<file path="config.mk">
export PLATFORM = sky130hd
export DESIGN_NAME = sal_ref_sched
export DESIGN_NICKNAME = d
export VERILOG_FILES = /design/src/rtl/sal_ref_pkg.sv /design/src/rtl/sal_ref_intv_cnt.sv /design/src/rtl/sal_ref_sched.sv
export SDC_FILE = /design/constraint.sdc
export NUM_CORES = 1
export LEC_CHECK = 0
export ABC_AREA = 1
export BUFFER_PORTS_ARGS = -buffer_cell sky130_fd_sc_hd__buf_2
export CORE_ASPECT_RATIO = 0.8
export CORE_UTILIZATION = 45
export CTS_CLUSTER_SIZE = 30
export DETAILED_ROUTE_END_ITERATION = 8
export PLACE_DENSITY = 0.73
export SETUP_SLACK_MARGIN = 0.2
export SLEW_MARGIN = 20
export SYNTH_ARGS = -nofsm -noshare
export SYNTH_HDL_FRONTEND = slang
export SYNTH_HIERARCHICAL = 1
export SYNTH_SLANG_ARGS = --single-unit
export TNS_END_PERCENT = 50
</file>
<file path="constraint.sdc">
create_clock -name clk -period 3 [get_ports clk]
set_input_delay 0.9 -clock clk [delete_from_list [all_inputs] [get_ports clk]]
set_output_delay 0.9 -clock clk [all_outputs]
set_load 0.02 [all_outputs]
</file>
<file path="src/rtl/sal_ref_pkg.sv">
// Shared types and constants for the all-bank refresh path.
package sal_ref_pkg;

    typedef enum logic [1:0] {IDLE, REQ, CMD, WAIT_RFC} ref_state_t;

    // {ras_n, cas_n, we_n} for an all-bank REF command
    localparam logic [2:0] REF_OPCODE = 3'b001;

    localparam int unsigned OWED_W = 4;

endpackage

</file>
<file path="src/rtl/sal_ref_intv_cnt.sv">
// tREFI interval counter: counts 0..trefi-1 while enabled and pulses o_tick on the wrap cycle.
module sal_ref_intv_cnt #(
    parameter int unsigned TREFI_W = 16
) (
    input  logic               clk,
    input  logic               rst,
    input  logic               i_en,
    input  logic [TREFI_W-1:0] i_trefi,
    output logic               o_tick
);

    logic [TREFI_W-1:0] r_cnt;
    logic               w_run;
    logic               w_wrap;

    assign w_run  = i_en && (i_trefi != '0);
    // >= so a live shrink of trefi below the current count wraps at once
    assign w_wrap = r_cnt >= (i_trefi - TREFI_W'(1));
    assign o_tick = w_run && w_wrap;

    always_ff @(posedge clk or posedge rst) begin
        if (rst) begin
            r_cnt <= '0;
        end else if (w_run) begin
            r_cnt <= w_wrap ? '0 : r_cnt + TREFI_W'(1);
        end
    end

endmodule

</file>
<file path="src/rtl/sal_ref_sched.sv">
// All-bank refresh scheduler: owes refreshes per tREFI tick, parks all banks, issues one REF,
// holds the banks for tRFC and releases them.
module sal_ref_sched
    import sal_ref_pkg::*;
#(
    parameter int unsigned BK_CNT    = 4,
    parameter int unsigned TREFI_W   = 16,
    parameter int unsigned TRFC_W    = 10,
    parameter int unsigned MAX_OWED  = 8,
    parameter int unsigned URGENT_TH = 4
) (
    input  logic               clk,
    input  logic               rst,
    input  logic               ref_en_i,
    input  logic [TREFI_W-1:0] trefi_i,
    input  logic [TRFC_W-1:0]  trfc_i,
    input  logic               idle_i,
    output logic [BK_CNT-1:0]  bk_req_o,
    input  logic [BK_CNT-1:0]  bk_gnt_i,
    output logic               ref_valid_o,
    input  logic               ref_ready_i,
    output logic               busy_o,
    output logic               urgent_o,
    output logic [OWED_W-1:0]  owed_o,
    output logic               overflow_o
);

    localparam logic [OWED_W-1:0] LP_MAX_OWED  = OWED_W'(MAX_OWED);
    localparam logic [OWED_W-1:0] LP_URGENT_TH = OWED_W'(URGENT_TH);

    ref_state_t          r_state;
    logic [BK_CNT-1:0]   r_bk_req;
    logic                r_ref_valid;
    logic                r_busy;
    logic [TRFC_W-1:0]   r_rfc;
    logic [OWED_W-1:0]   r_owed;
    logic                r_overflow;

    logic                w_tick;
    logic                w_done;
    logic                w_start;
    logic [TRFC_W-1:0]   w_trfc_m1;

    sal_ref_intv_cnt #(
        .TREFI_W (TREFI_W)
    ) u_intv_cnt (
        .clk     (clk),
        .rst     (rst),
        .i_en    (ref_en_i),
        .i_trefi (trefi_i),
        .o_tick  (w_tick)
    );

    assign w_trfc_m1 = (trfc_i == '0) ? '0 : trfc_i - TRFC_W'(1);
    assign w_done    = (r_state == WAIT_RFC) && (r_rfc == '0);
    assign w_start   = ref_en_i && (r_owed != '0) && (idle_i || (r_owed >= LP_URGENT_TH));

    always_ff @(posedge clk or posedge rst) begin
        if (rst) begin
            r_state     <= IDLE;
            r_bk_req    <= '0;
            r_ref_valid <= 1'b0;
            r_busy      <= 1'b0;
            r_rfc       <= '0;
        end else begin
            case (r_state)
                IDLE: begin
                    if (w_start) begin
                        r_state  <= REQ;
                        r_bk_req <= '1;
                        r_busy   <= 1'b1;
                    end
                end
                REQ: begin
                    if (&bk_gnt_i) begin
                        r_state     <= CMD;
                        r_ref_valid <= 1'b1;
                    end
                end
                CMD: begin
                    if (r_ref_valid && ref_ready_i) begin
                        r_state     <= WAIT_RFC;
                        r_ref_valid <= 1'b0;
                        r_rfc       <= w_trfc_m1;
                    end
                end
                WAIT_RFC: begin
                    if (r_rfc == '0) begin
                        r_state  <= IDLE;
                        r_bk_req <= '0;
                        r_busy   <= 1'b0;
                    end else begin
                        r_rfc <= r_rfc - TRFC_W'(1);
                    end
                end
                default: r_state <= IDLE;
            endcase
        end
    end

    // A tick coinciding with done cancels out; saturation only when a tick is really lost
    always_ff @(posedge clk or posedge rst) begin
        if (rst) begin
            r_owed     <= '0;
            r_overflow <= 1'b0;
        end else if (w_tick && !w_done) begin
            if (r_owed == LP_MAX_OWED) begin
                r_overflow <= 1'b1;
            end else begin
                r_owed <= r_owed + OWED_W'(1);
            end
        end else if (w_done && !w_tick) begin
            r_owed <= r_owed - OWED_W'(1);
        end
    end

    assign bk_req_o    = r_bk_req;
    assign ref_valid_o = r_ref_valid;
    assign busy_o      = r_busy;
    assign owed_o      = r_owed;
    assign urgent_o    = r_owed >= LP_URGENT_TH;
    assign overflow_o  = r_overflow;

    a_gnt_held: assert property (@(posedge clk) disable iff (rst)
        ((r_state == CMD) || (r_state == WAIT_RFC)) |-> (&bk_gnt_i));

endmodule
</file>
==> impl_metrics.toml <==
[floorplan]
dieArea_mm2 = 0.00798
boundaryPins = 47
floorplan.core_area_mm2 = 0.00739
die_width_um = 99.6
floorplan.die.height_um = 80.1
placement_rows = 28
starting_density_pct = 46.4

[detailed_routing]
routed_wirelength_um = 8930
vias_per_cell = 5.05
route.detailed.drc = 0
number_of_vias_in_the_routed_layout = 3579
routed_wire_length_per_instance_um = 12.6
antenna_violating_nets_post_route = 0
drt_pre_antenna_iters = 5
drt_iter0_markers = 270

[worst_setup_path]
cp.required_ps = 3170
startpoint_type = "input pin"
crit_path_top_delay_cell = "fa_2"
worst_path_largest_cell_delay_ps = 370
crit_arrival_ps = 3900
critical_path_class = "in2reg"
timing.critical_path.cells = "buf_6 > or2_4 > or2_4 > nor4_4 > buf_4 > xnor2_2 > ha_4 > nand4_1 > nor2_1 > nand2_2 > a21oi_4 > nand2_4 > buf_6 > buf_6 > fa_2 > xor2_1 > nand2_1 > o21ai_1"
crit_top_cell = "buf_6"
setup.worst_path.end_class = "flip-flop"
critPathMaxFanout = 3

[layout]
layout_commonest_cell = "nand2_1"
share_of_cells_above_drive_strength_1_pct = 25.2
finish.utilization_pct = 59.2
commonest_non_fill_non_tap_cells_in_the_layout = "nand2_1 (147), inv_1 (72), nor2_1 (54)"
n_diodes = 0
num-nets-final = 668
area_overhead_of_the_layout_relative_to_synthesis_pct = 27.6
final_design_area_no_fill_mm2 = 0.00438

[synth]
synth_fp_nets = 578
synth-async-reset-ratio_pct = 100
synth_cells = 513
synthesis.yosys.warnings = 6
portion_of_the_post_synthesis_area_used_by_sequential_elements_pct = 25.5
yosys_register_bits = 35
dominantRegCellSynth = "dfrtp_1"
syn_area_per_cell_um2 = 6.69
number_of_enable_flip_flop_cells_after_synthesis = 0
synth.cell_area_mm2 = 0.00343
synth_unique_cells = 36

[clock_network]
htreeDepth = 2
cts_hold_buffers = 0
cts_sinks = 35
clkSlewWorstSetupHoldPaths_ps = 70
numCtsBuffers = 5
cts_tree = "done"
clock_tree_root = "clkbuf_8"
cts-root-to-sink-buffers = 2
clk_latency_ps = 290

[status]
status = "complete, but fails checks"
failing_checks = "negative setup slack"

[power_and_ir_drop]
power_per_cell_area_mw_per_mm2 = 611
p_leak_uw = 0.00230
totalPowerFinal_uw = 2670
vdd_ir_drop_max_v = 0.000465

[sta]
timing.final.ws_setup_ps = -723
min_period_ps = 3720
period_share_pct = 124
setup_viol = 18
slew_headroom_pct = 49.2
finalHoldViolations = 0
finalMaxSlewViolations = 0
max_freq_mhz = 269
finClkSkew_ps = 4.14
finalHoldWorstSlack_ps = 484
setup_total_negative_slack_ps = -3510
actual_slew_at_the_worst_max_slew_pin_ps = 761
grt_setup_unrepaired = "yes"

[min_path]
worst_hold_path_type = "reg2reg"

[global_routing]
grt.total_usage_pct = 22.7
grt_first_pass_wirelength_um = 14500
grt.overflow.total = 0
initial_antenna_violation_count = 0
number_of_global_route_vias_before_repair = 3247
grt_start_max_net_pins = 20

[run]
max_capacitance_violation_count = 0

[placement]
routabilityCongestion = 0.904
dp.final_hpwl_um = 6550
port_buffers = 46
post_dp_cell_area_mm2 = 0.00399
[cell type report]
type	count	area, um^2
Multi-Input combinational cell	392	2330
Sequential cell	35	876
Inverter	76	290
Clock buffer	6	82.6
Fill cell	712	3010
Tap cell	105	131
Timing Repair Buffer	93	638
Clock inverter	2	35.0
[registers in the layout, summed over array words and instances, names as in the netlist]
| register | count |
|---|---|
| bk_req_o | 1 |
| ref_valid_o | 1 |
| overflow_o | 1 |
| owed_o | 4 |
| r_rfc | 10 |
| u_intv_cnt/r_cnt | 16 |
| r_state | 2 |
[metal layers]
metal | vias to the layer above | wire, um | global-route usage (%)
li1 | 1801 | - | -
met1 | 1657 | 4150 | 31.4
met2 | 111 | 4190 | 37.6
met3 | 10 | 503 | 3.57
met4 | 0 | 78 | 4.71
met5 | - | 0 | 0
[synth_stat cells, types with 3 or more instances]
| library cell | number | area share, % |
|---|---|---|
| xor2_1 | 18 | 4.6 |
| nor2_2 | 4 | 0.73 |
| nand2_4 | 3 | 0.98 |
| xnor2_1 | 7 | 1.8 |
| buf_4 | 5 | 1.1 |
| o21ai_0 | 14 | 2.0 |
| inv_1 | 73 | 8.0 |
| dfrtp_1 | 35 | 26 |
| nor2_1 | 57 | 6.2 |
| nand3_1 | 33 | 4.8 |
| a21oi_1 | 20 | 2.9 |
| nand4_1 | 23 | 4.2 |
| nand2_2 | 5 | 0.91 |
| ha_1 | 29 | 11 |
| o21ai_2 | 5 | 1.3 |
| o21ai_1 | 3 | 0.44 |
| nand2_1 | 151 | 17 |
| nor2_4 | 3 | 0.98 |
[where the power goes]
part / leakage (uW) / switching, uW / internal, uW / total [uW]
clock: 0.0000612 / 174 / 269 / 443
sequential: 0.000432 / 221 / 635 / 856
combinational: 0.00181 / 855 / 520 / 1380
total: 0.00230 / 1250 / 1420 / 2670
[through the flow]
| stage | setup slack (ps) | instances |
|---|---|---|
| after floorplan | -607 | 513 |
| after global placement | -708 | 688 |
| after detailed placement | -852 | 688 |
| after CTS | -506 | 702 |
| after global routing | -881 | 709 |
| final | -723 | 709 |
[critical path, delay by kind of cell]
kind | cells | cell delay (ps)
xor+xnor | 2 | 220
compound gates | 2 | 220
fa+ha+maj | 2 | 670
buf+inv | 4 | 500
simple gates | 8 | 1370
[kinds of logic (layout without fill, tap and decap cells)]
| group | after synthesis | after routing | synth area share, % |
|---|---|---|---|
| XOR/XNOR | 25 | 25 | 6.38 |
| flip-flops | 35 | 35 | 25.5 |
| adder cells (fa/ha/maj) | 30 | 30 | 11.2 |
| AO/OA/AOI/OAI | 47 | 47 | 7.80 |
| buffers and inverters | 86 | 177 | 10.7 |
| AND/OR/NAND/NOR | 290 | 290 | 38.4 |
[worst paths after layout]
check / from / endpoint / slack [ps] / depth (start not counted)
min in group asynchronous: rst / u_intv_cnt/r_cnt[8] / 700 / 2
worst max register to register: u_intv_cnt/r_cnt[7] / owed_o[2] / 450 / 16
worst min-delay path: overflow_o / overflow_o / 480 / 1
max in group asynchronous: rst / r_rfc[7] / 1770 / 2
worst max-delay path: trefi_i[1] / owed_o[2] / -720 / 18
worst min register to register: overflow_o / overflow_o / 480 / 1
[repair_timing]
action                                  in CTS  in global routing
buffers inserted                             5                  7
pin swaps                                    6                 21
gates cloned                                 1                  0
endpoints found under the setup margin      21                 21
resized for setup                           15                 22
(Power assumes the default switching activity.)
